===== src/rtl/cu_sched.sv =====
// cu_sched: round-robin scheduler that hands one of four requesters' commands
// to a shared control unit. Each command runs through IDLE -> ISSUE -> WAIT.
// The command ends either on the unit's done pulse (ack) or when the WAIT
// timer runs out (timeout_err).
module cu_sched #(
   parameter int TIMEOUT = 15
) (
   input  logic        clock,
   input  logic        reset,
   input  logic [3:0]  req,
   input  logic [15:0] op,
   output logic        cmd_valid,
   output logic [1:0]  cmd_sel,
   output logic [3:0]  cmd_op,
   input  logic        cmd_ready,
   input  logic        done,
   output logic [3:0]  gnt,
   output logic [3:0]  ack,
   output logic        timeout_err,
   output logic        busy
);

   // Last legal timer value. The command ends here, so the 8-bit timer never wraps.
   localparam logic [7:0] TIMER_LAST = 8'(TIMEOUT - 1);

   typedef enum logic [1:0] {
      ST_IDLE  = 2'd0,
      ST_ISSUE = 2'd1,
      ST_WAIT  = 2'd2
   } state_t;

   state_t      state_reg;
   state_t      state_next;

   logic [1:0]  ptr_reg;
   logic [1:0]  sel_reg;
   logic [3:0]  op_reg;
   logic [3:0]  gnt_reg;
   logic [3:0]  ack_reg;
   logic        timeout_err_reg;
   logic [7:0]  timer_reg;

   // Decode strobes produced by the next-state logic
   logic        take_grant;
   logic        accept_cmd;
   logic        exit_ack;
   logic        exit_timeout;

   // Round-robin search: candidate k is requester (ptr + k) mod 4
   logic [1:0]  cand_idx [4];
   logic [3:0]  cand_hit;
   logic [1:0]  win_idx;
   logic [3:0]  win_op;

   genvar gi;
   generate
      for (gi = 0; gi < 4; gi++) begin : g_cand
         assign cand_idx[gi] = ptr_reg + 2'(gi);
         assign cand_hit[gi] = req[cand_idx[gi]];
      end
   endgenerate

   // The first candidate that is requesting wins. The lowest search offset has priority.
   always_comb begin
      win_idx = ptr_reg;
      if (cand_hit[0]) begin
         win_idx = cand_idx[0];
      end else if (cand_hit[1]) begin
         win_idx = cand_idx[1];
      end else if (cand_hit[2]) begin
         win_idx = cand_idx[2];
      end else if (cand_hit[3]) begin
         win_idx = cand_idx[3];
      end
   end

   // The winner's opcode field is captured at grant time, so cmd_op stays stable afterwards.
   always_comb begin
      win_op = op[{win_idx, 2'b00} +: 4];
   end

   // State register
   always_ff @(posedge clock) begin
      if (reset) begin
         state_reg <= ST_IDLE;
      end else begin
         state_reg <= state_next;
      end
   end

   // Next-state logic and the strobes that steer the datapath registers
   always_comb begin
      state_next   = state_reg;
      take_grant   = 1'b0;
      accept_cmd   = 1'b0;
      exit_ack     = 1'b0;
      exit_timeout = 1'b0;
      case (state_reg)
         ST_IDLE: begin
            if (|req) begin
               take_grant = 1'b1;
               state_next = ST_ISSUE;
            end
         end
         ST_ISSUE: begin
            if (cmd_ready) begin
               accept_cmd = 1'b1;
               state_next = ST_WAIT;
            end
         end
         ST_WAIT: begin
            // If done and timer expiry happen in the same cycle, done wins.
            if (done) begin
               exit_ack   = 1'b1;
               state_next = ST_IDLE;
            end else if (timer_reg == TIMER_LAST) begin
               exit_timeout = 1'b1;
               state_next   = ST_IDLE;
            end
         end
         default: begin
            state_next = ST_IDLE;
         end
      endcase
   end

   // Grant and command registers, timer, round-robin pointer and completion pulses
   always_ff @(posedge clock) begin
      if (reset) begin
         ptr_reg         <= 2'd0;
         sel_reg         <= 2'd0;
         op_reg          <= 4'd0;
         gnt_reg         <= 4'd0;
         ack_reg         <= 4'd0;
         timeout_err_reg <= 1'b0;
         timer_reg       <= 8'd0;
      end else begin
         ack_reg         <= 4'd0;
         timeout_err_reg <= 1'b0;

         if (take_grant) begin
            sel_reg <= win_idx;
            op_reg  <= win_op;
            gnt_reg <= 4'b0001 << win_idx;
         end

         if (accept_cmd) begin
            timer_reg <= 8'd0;
         end else if (state_reg == ST_WAIT && !exit_ack && !exit_timeout) begin
            timer_reg <= timer_reg + 8'd1;
         end

         // On either exit, the grant drops in the same cycle as the pulse,
         // and the next search starts just after this winner.
         if (exit_ack || exit_timeout) begin
            gnt_reg <= 4'd0;
            ptr_reg <= sel_reg + 2'd1;
         end
         if (exit_ack) begin
            ack_reg <= 4'b0001 << sel_reg;
         end
         if (exit_timeout) begin
            timeout_err_reg <= 1'b1;
         end
      end
   end

   assign cmd_valid   = (state_reg == ST_ISSUE);
   assign busy        = (state_reg != ST_IDLE);
   assign cmd_sel     = sel_reg;
   assign cmd_op      = op_reg;
   assign gnt         = gnt_reg;
   assign ack         = ack_reg;
   assign timeout_err = timeout_err_reg;

endmodule


===== config.mk =====
export PLATFORM = sky130hd
export DESIGN_NAME = cu_sched
export DESIGN_NICKNAME = d
export VERILOG_FILES = /design/src/rtl/cu_sched.sv
export SDC_FILE = /design/constraint.sdc
export NUM_CORES = 1
export LEC_CHECK = 0
export ABC_AREA = 1
export BUFFER_PORTS_ARGS = -buffer_cell sky130_fd_sc_hd__buf_4
export CORE_MARGIN = 2
export CORE_UTILIZATION = 52
export CTS_CLUSTER_DIAMETER = 200
export DETAILED_ROUTE_END_ITERATION = 7
export GPL_ROUTABILITY_DRIVEN = 0
export PLACE_DENSITY = 0.79
export SLEW_MARGIN = 20
export SYNTH_ARGS = -nofsm -noshare
export SYNTH_HDL_FRONTEND = slang
export SYNTH_SLANG_ARGS = --single-unit

===== constraint.sdc =====
create_clock -name clock -period 1.9 [get_ports clock]
set_input_delay 0.38 -clock clock [delete_from_list [all_inputs] [get_ports clock]]
set_output_delay 0.38 -clock clock [all_outputs]
set_load 0.02 [all_outputs]

==> results of run 1 <==
## critical path, cell delays in order (launching register included)
cell	delay, ns
dfxtp_1	0.40
buf_12	0.15
nand2_1	0.05
nand2_1	0.13
nand2_1	0.08
nand2_2	0.08
inv_2	0.04
nand2_4	0.08
nand3_4	0.12
nand2_8	0.15
inv_8	0.05
nand2_2	0.04
nand2_1	0.04
nand2_1	0.05
nand3_1	0.07
nand2_1	0.07
inv_1	0.04
## Yosys cell counts, types with 2 or more instances
cell and instances:
nand4_1 3, nand2_4 3, dfxtp_1 27, nor2_1 20
inv_2 6, nor3_1 4, o21ai_0 5, nand2_2 9
nand3b_1 3, a21oi_1 16, nand2_1 64, nand3_1 21
ha_1 2, inv_8 2, inv_1 24
## what timing repair did
action / 4_1_cts / 5_1_grt
endpoints found under the hold margin: 0 / 0
endpoints found under the setup margin: 0 / 1
setup buffers: 0 / 0
resized for setup: 0 / 2
## power breakdown
group	total, mW	internal [mW]	switching, mW	leakage (nW)
clock network	0.233	0.0820	0.151	0.0150
registers	0.618	0.597	0.0217	0.220
logic	0.381	0.156	0.225	0.698
total	1.23	0.835	0.397	0.933
## metal layers
layer / vias to the layer above / track usage [%] / share of wire, %
li1: 803 / - / -
met1: 693 / 26.5 / 46
met2: 30 / 33.3 / 49
met3: 2 / 4.02 / 4.3
met4: 0 / 4.65 / 0.60
met5: - / 0 / 0
## layout make-up
type | instances | share of cell area, %
Clock buffer | 4 | 1.39
Inverter | 32 | 7.15
Multi-Input combinational cell | 162 | 43.4
Sequential cell | 27 | 28.7
Tap cell | 31 | 2.05
Timing Repair Buffer | 42 | 17.4
## final timing paths
kind,slack [ns],startpoint,depth (start not counted),endpoint
min reg2reg,0.48,gnt[1]$_SDFFE_PP0P_,2,gnt[1]$_SDFFE_PP0P_
max,0.17,ptr_reg[0]$_SDFFE_PP0P_,16,cmd_op[1]$_SDFFE_PP0P_
min,0.31,reset,2,state_reg[0]$_SDFFE_PP0P_
max reg2reg,0.17,ptr_reg[0]$_SDFFE_PP0P_,16,cmd_op[1]$_SDFFE_PP0P_
## logic make-up (layout without fill, tap and decap cells)
logic type / Yosys count / after routing / synth area share (%)
adders and majority gates: 2 / 2 / 1.65
AOI/OAI and AO/OA: 25 / 25 / 8.85
DFF: 27 / 27 / 35.7
and+or+nand+nor: 135 / 135 / 43.5
buffers and inverters: 35 / 78 / 10.3
==> results_dict.tcl, run 1 <==
set metrics [dict create \
    outcome "finished, final reports clean" \
    post_dp_cell_area_um2 1860 \
    dr.pass1.iters 4 \
    critPathMaxFanout 9 \
    dp_cells 294 \
    multi_input_area_um2 820 \
    instances_no_fill 298 \
    grt_pass1_wl_um 5350 \
    ys_ff_latch 27 \
    place_hpwl_um 2540 \
    worst_hold_path_type "input port to register" \
    place_ws_ns 0.163 \
    design_area_um2 1890 \
    fmax_mhz 578 \
    postSynthAreaPerCell_um2 6.75 \
    fill_cells 255 \
    synthTopCellsByArea "dfxtp_1 36%, nand2_1 16%, nand3_1 6.9%, inv_1 6.0%, a21oi_1 5.3%" \
    layout.nets 294 \
    hold_violations 0 \
    grt_use_total_pct 19.9 \
    required_ns 2.13 \
    finalMaxSlewViolations 0 \
    cts_hold_buf 0 \
    layout_common_cells "64 x nand2_1, 41 x buf_4, 26 x dfxtp_1, 24 x inv_1, 21 x nand3_1" \
    wl_um 3160 \
    drive_gt1_share_pct 27.3 \
    portBuffers 40 \
    drc 0 \
    grt_overflow_total 0 \
    ir_worst_vdd_v 0.000634 \
    clkLatencyLatePin_ns 0.31 \
    synthCells 224 \
    synthDistinctLibCells 30 \
    die_y_um 57.9 \
    mostFrequentLayoutCell "nand2_1" \
    synth_area_um2 1510 \
    cts-root-buf "clkbuf_4" \
    cts_buffers 3 \
    h-tree-depth 1 \
    viasPerCell 5.13 \
    maxCapViolCount 0 \
    ant_nets 0 \
    postLayoutCoreUtil_pct 68.5 \
    fin_hold_ws_ns 0.308 \
    grt_max_degree 15 \
    clk_path_buf_depth 2 \
    finalSetupViolCount 0 \
    rsz0062_at_grt "no" \
    die_area_um2 3360 \
    path_clk_slew_ns 0.13 \
    crit_type "register to register" \
    yosysWarnings 0 \
    clock_sink_count 27 \
    drt_iter0_drc 75 \
    ys_async_sr_fraction_pct 0 \
    fin_worst_skew_ns 0.00187 \
    largest_reg_flops 8 \
    power_leakage_nw 0.933 \
    setup_tns_ns 0 \
    slew_headroom_pct 80.3 \
    endpoint_kind "register" \
    vias 1528 \
    synth_edf_count 0 \
    fp-row-count 19 \
    core-area_um2 2760 \
    powerDensity_nw_per_um2 652 \
    antenna_found_initial 0 \
    area_delta_synth_final_pct 24.9 \
    pin_count 41 \
    worstPathArrival_ns 1.96 \
    n_antenna_cell 0 \
    period_share_pct 91.0 \
    seq_area_um2 542 \
    synth_area_leader_cell "dfxtp_1" \
    ys.flop_type "dfxtp_1" \
    synth_seq_area_share_pct 35.7 \
    cts_tree "yes" \
    fin_ws_ns 0.171 \
    grt_pass1_vias 1317 \
    worst_pin_slew_ns 0.296 \
    worst_setup_path_start_kind "register" \
    synth_top_area_share_pct 35.7 \
    finalCriticalPeriod_ns 1.73 \
    initial_core_util_pct 54.9 \
    wire_per_inst_um 10.6 \
    finalPower_mw 1.23 \
    die_w_um 57.9 \
    synth_nets 250 \
]
Note: power is estimated with default switching activity, not from simulation.
==> inputs of run 2 (changes only) <==
CAP_MARGIN = 20   (was unset)
CORE_UTILIZATION = 47   (was 52)
PLACE_DENSITY = 0.76   (was 0.79)
clock period = 1.4 ns   (was 1.9 ns; I/O delays follow)
==> run 2 against run 1 <==
  * The flow now finishes with violations (negative setup slack)
  * Sequential share of layout area is 6.7 points lower
  * Critical path depth shrank 3
  * Wire length increased by 46%
  * Non-clock buffer count up 38
  * Largest cell class unchanged
  * Register-to-register slack got worse by 0.48 ns
  * Cell count increased by 17%
==> results_dict.tcl, run 2 (synthesized netlist as in run 1, its figures left out) <==
set metrics [dict create \
    outcome "complete, but fails checks" \
    violations "negative setup slack" \
    worst_pin_slew_ns 0.355 \
    critical_path.endpoint "cmd_op[0]$_SDFFE_PP0P_" \
    power_leakage_nw 1.20 \
    seq_area_um2 552 \
    n_antenna_cell 0 \
    die_y_um 60.7 \
    period_share_pct 122 \
    cts_tree "yes" \
    cts-root-buf "clkbuf_4" \
    crit_family "simple AND/OR/NAND/NOR gates" \
    reg2reg_from "ptr_reg[0]$_SDFFE_PP0P_" \
    drt_iter0_drc 81 \
    finalMaxSlewViolations 0 \
    worst_hold_path_type "input port to register" \
    required_ns 1.64 \
    fin_hold_ws_ns 0.177 \
    viasPerCell 4.99 \
    drive_gt1_share_pct 52.0 \
    rsz0062_at_grt "yes" \
    layout.nets 333 \
    fin_ws_ns -0.312 \
    fin_worst_skew_ns 0.0164 \
    max_stage_delay_ns 0.39 \
    combinationalPowerShare_pct 36.9 \
    path_depth 13 \
    maxCapViolCount 0 \
    r2r-end "cmd_op[0]$_SDFFE_PP0P_" \
    p_clk_share_pct 18.1 \
    powerDensity_nw_per_um2 748 \
    critPathMaxFanout 6 \
    grt_max_degree 16 \
    ant_nets 0 \
    sequentialPowerShare_pct 45.0 \
    clk_path_buf_depth 2 \
    place_hpwl_um 2820 \
    h-tree-depth 1 \
    area_delta_synth_final_pct 65.7 \
    dr.pass1.iters 4 \
    p_sw_mw 0.647 \
    die_area_um2 3690 \
    cts_hold_buf 0 \
    mostFrequentLayoutCell "buf_4" \
    clkLatencyLatePin_ns 0.33 \
    slew_headroom_pct 76.1 \
    cts_buffers 3 \
    setup.worst_path.start "ptr_reg[0]$_SDFFE_PP0P_" \
    pin_count 41 \
    rrSetupSlack_ns -0.31 \
    switching_share_pct 34.5 \
    endpoint_kind "register" \
    portBuffers 40 \
    core-area_um2 3050 \
    critical_path_buf_inv_count 4 \
    fmax_mhz 584 \
    finalSetupViolCount 14 \
    grt_pass1_vias 1406 \
    ff2ff_path_depth 13 \
    grt_use_total_pct 21.1 \
    initial_core_util_pct 49.5 \
    wire_per_inst_um 13.2 \
    ir_worst_vdd_v 0.000598 \
    instances_no_fill 350 \
    finalCriticalPeriod_ns 1.71 \
    clock_sink_count 27 \
    cp_slowest_cell "dfxtp_4" \
    vias 1745 \
    die_w_um 60.7 \
    layout_common_cells "73 x buf_4, 44 x nand2_1, 22 x inv_1, 20 x dfxtp_1, 18 x nand2_2" \
    cp_cell_sequence "buf_12 -> clkinv_8 -> nand2_4 -> and2_4 -> nand2_2 -> nand2_2 -> inv_4 -> nand3_4 -> buf_4 -> nand3_1 -> nand3_1 -> nand2_1 -> a21oi_1" \
    grt_pass1_wl_um 5910 \
    largest_reg_flops 8 \
    drc 0 \
    fill_cells 199 \
    antenna_found_initial 0 \
    path_clk_slew_ns 0.16 \
    dp_cells 333 \
    crit_type "register to register" \
    power.internal_mw 1.23 \
    fp-row-count 20 \
    wl_um 4610 \
    worst_setup_path_start_kind "register" \
    grt_overflow_total 0 \
    multi_input_area_um2 1070 \
    worstPathArrival_ns 1.96 \
    hold_violations 0 \
]
==> run 2: cell count changes in the layout (fill, tap and decap cells not counted), sizes merged <==
| cell | delta |
|---|---|
| inv | -1 |
| nand2 | +1 |
| clkinv | +2 |
| buf | +37 |
==> run 2: worst min path at each step <==
stage                                          from                         to  slack (ns)  cells after the start
final                                         reset  state_reg[0]$_SDFFE_PP0P_        0.18                      2
after detailed placement        gnt[1]$_SDFFE_PP0P_        gnt[1]$_SDFFE_PP0P_        0.46                      2
after CTS                                     reset  state_reg[0]$_SDFFE_PP0P_        0.17                      2
after global placement          gnt[2]$_SDFFE_PP0P_        gnt[2]$_SDFFE_PP0P_        0.46                      2
after global routing                          reset  state_reg[0]$_SDFFE_PP0P_        0.17                      2
after floorplan           timer_reg[2]$_SDFFE_PP0P_  timer_reg[2]$_SDFFE_PP0P_        0.45                      2
==> run 2: power groups by stage <==
stage	registers (mW)	logic [mW]	clock network, mW
floorplan	0.892	0.307	0
global placement	0.855	0.580	0
detailed placement	0.855	0.584	0
CTS	0.842	0.597	0.351
global route	0.847	0.747	0.373
finish	0.843	0.691	0.340
==> run 2: layout make-up <==
| class | instances | share of cell area, % |
|---|---|---|
| Sequential cell | 27 | 22.0 |
| Clock buffer | 3 | 0.899 |
| Tap cell | 44 | 2.20 |
| Inverter | 32 | 5.99 |
| Multi-Input combinational cell | 163 | 42.8 |
| Timing Repair Buffer | 80 | 25.9 |
| Clock inverter | 1 | 0.200 |
==> run 2: timing repair <==
item,4_1_cts,5_1_grt
endpoints found under the setup margin,13,19
gates cloned,0,2
pin swaps,6,23
setup buffers,3,9
gates resized for setup,14,58
==> run 2: worst reg2reg max path, stage by stage, from the launching register on <==
cell and delay (ns):
dfxtp_4 0.39, buf_12 0.14, clkinv_8 0.07, nand2_4 0.05, and2_4 0.14, nand2_2 0.07
nand2_2 0.07, inv_4 0.08, nand3_4 0.15, buf_4 0.18, nand3_1 0.08, nand3_1 0.08
nand2_1 0.09, a21oi_1 0.07
==> run 2: metrics by stage <==
stage                     power, mW  TNS (ns)  area (um^2)  util [%]  setup slack [ns]
after floorplan                1.20    -0.712         1540         -            -0.118
after global placement         1.44     -1.92         2100      68.7            -0.221
after detailed placement       1.44     -2.14         2100      68.7            -0.233
after CTS                      1.79     -2.00         2200      71.9            -0.215
after global routing           1.97     -4.42         2510      82.1            -0.407
final                          1.87     -2.82         2510      82.1            -0.312
==> run 2: routing by layer <==
| metal | vias up | wire length, um | track usage (%) |
|---|---|---|---|
| li1 | 883 | - | - |
| met1 | 825 | 1990 | 29.5 |
| met2 | 35 | 2460 | 34.1 |
| met3 | 2 | 137 | 2.99 |
| met4 | 0 | 24 | 5.90 |
| met5 | - | 0 | 0 |
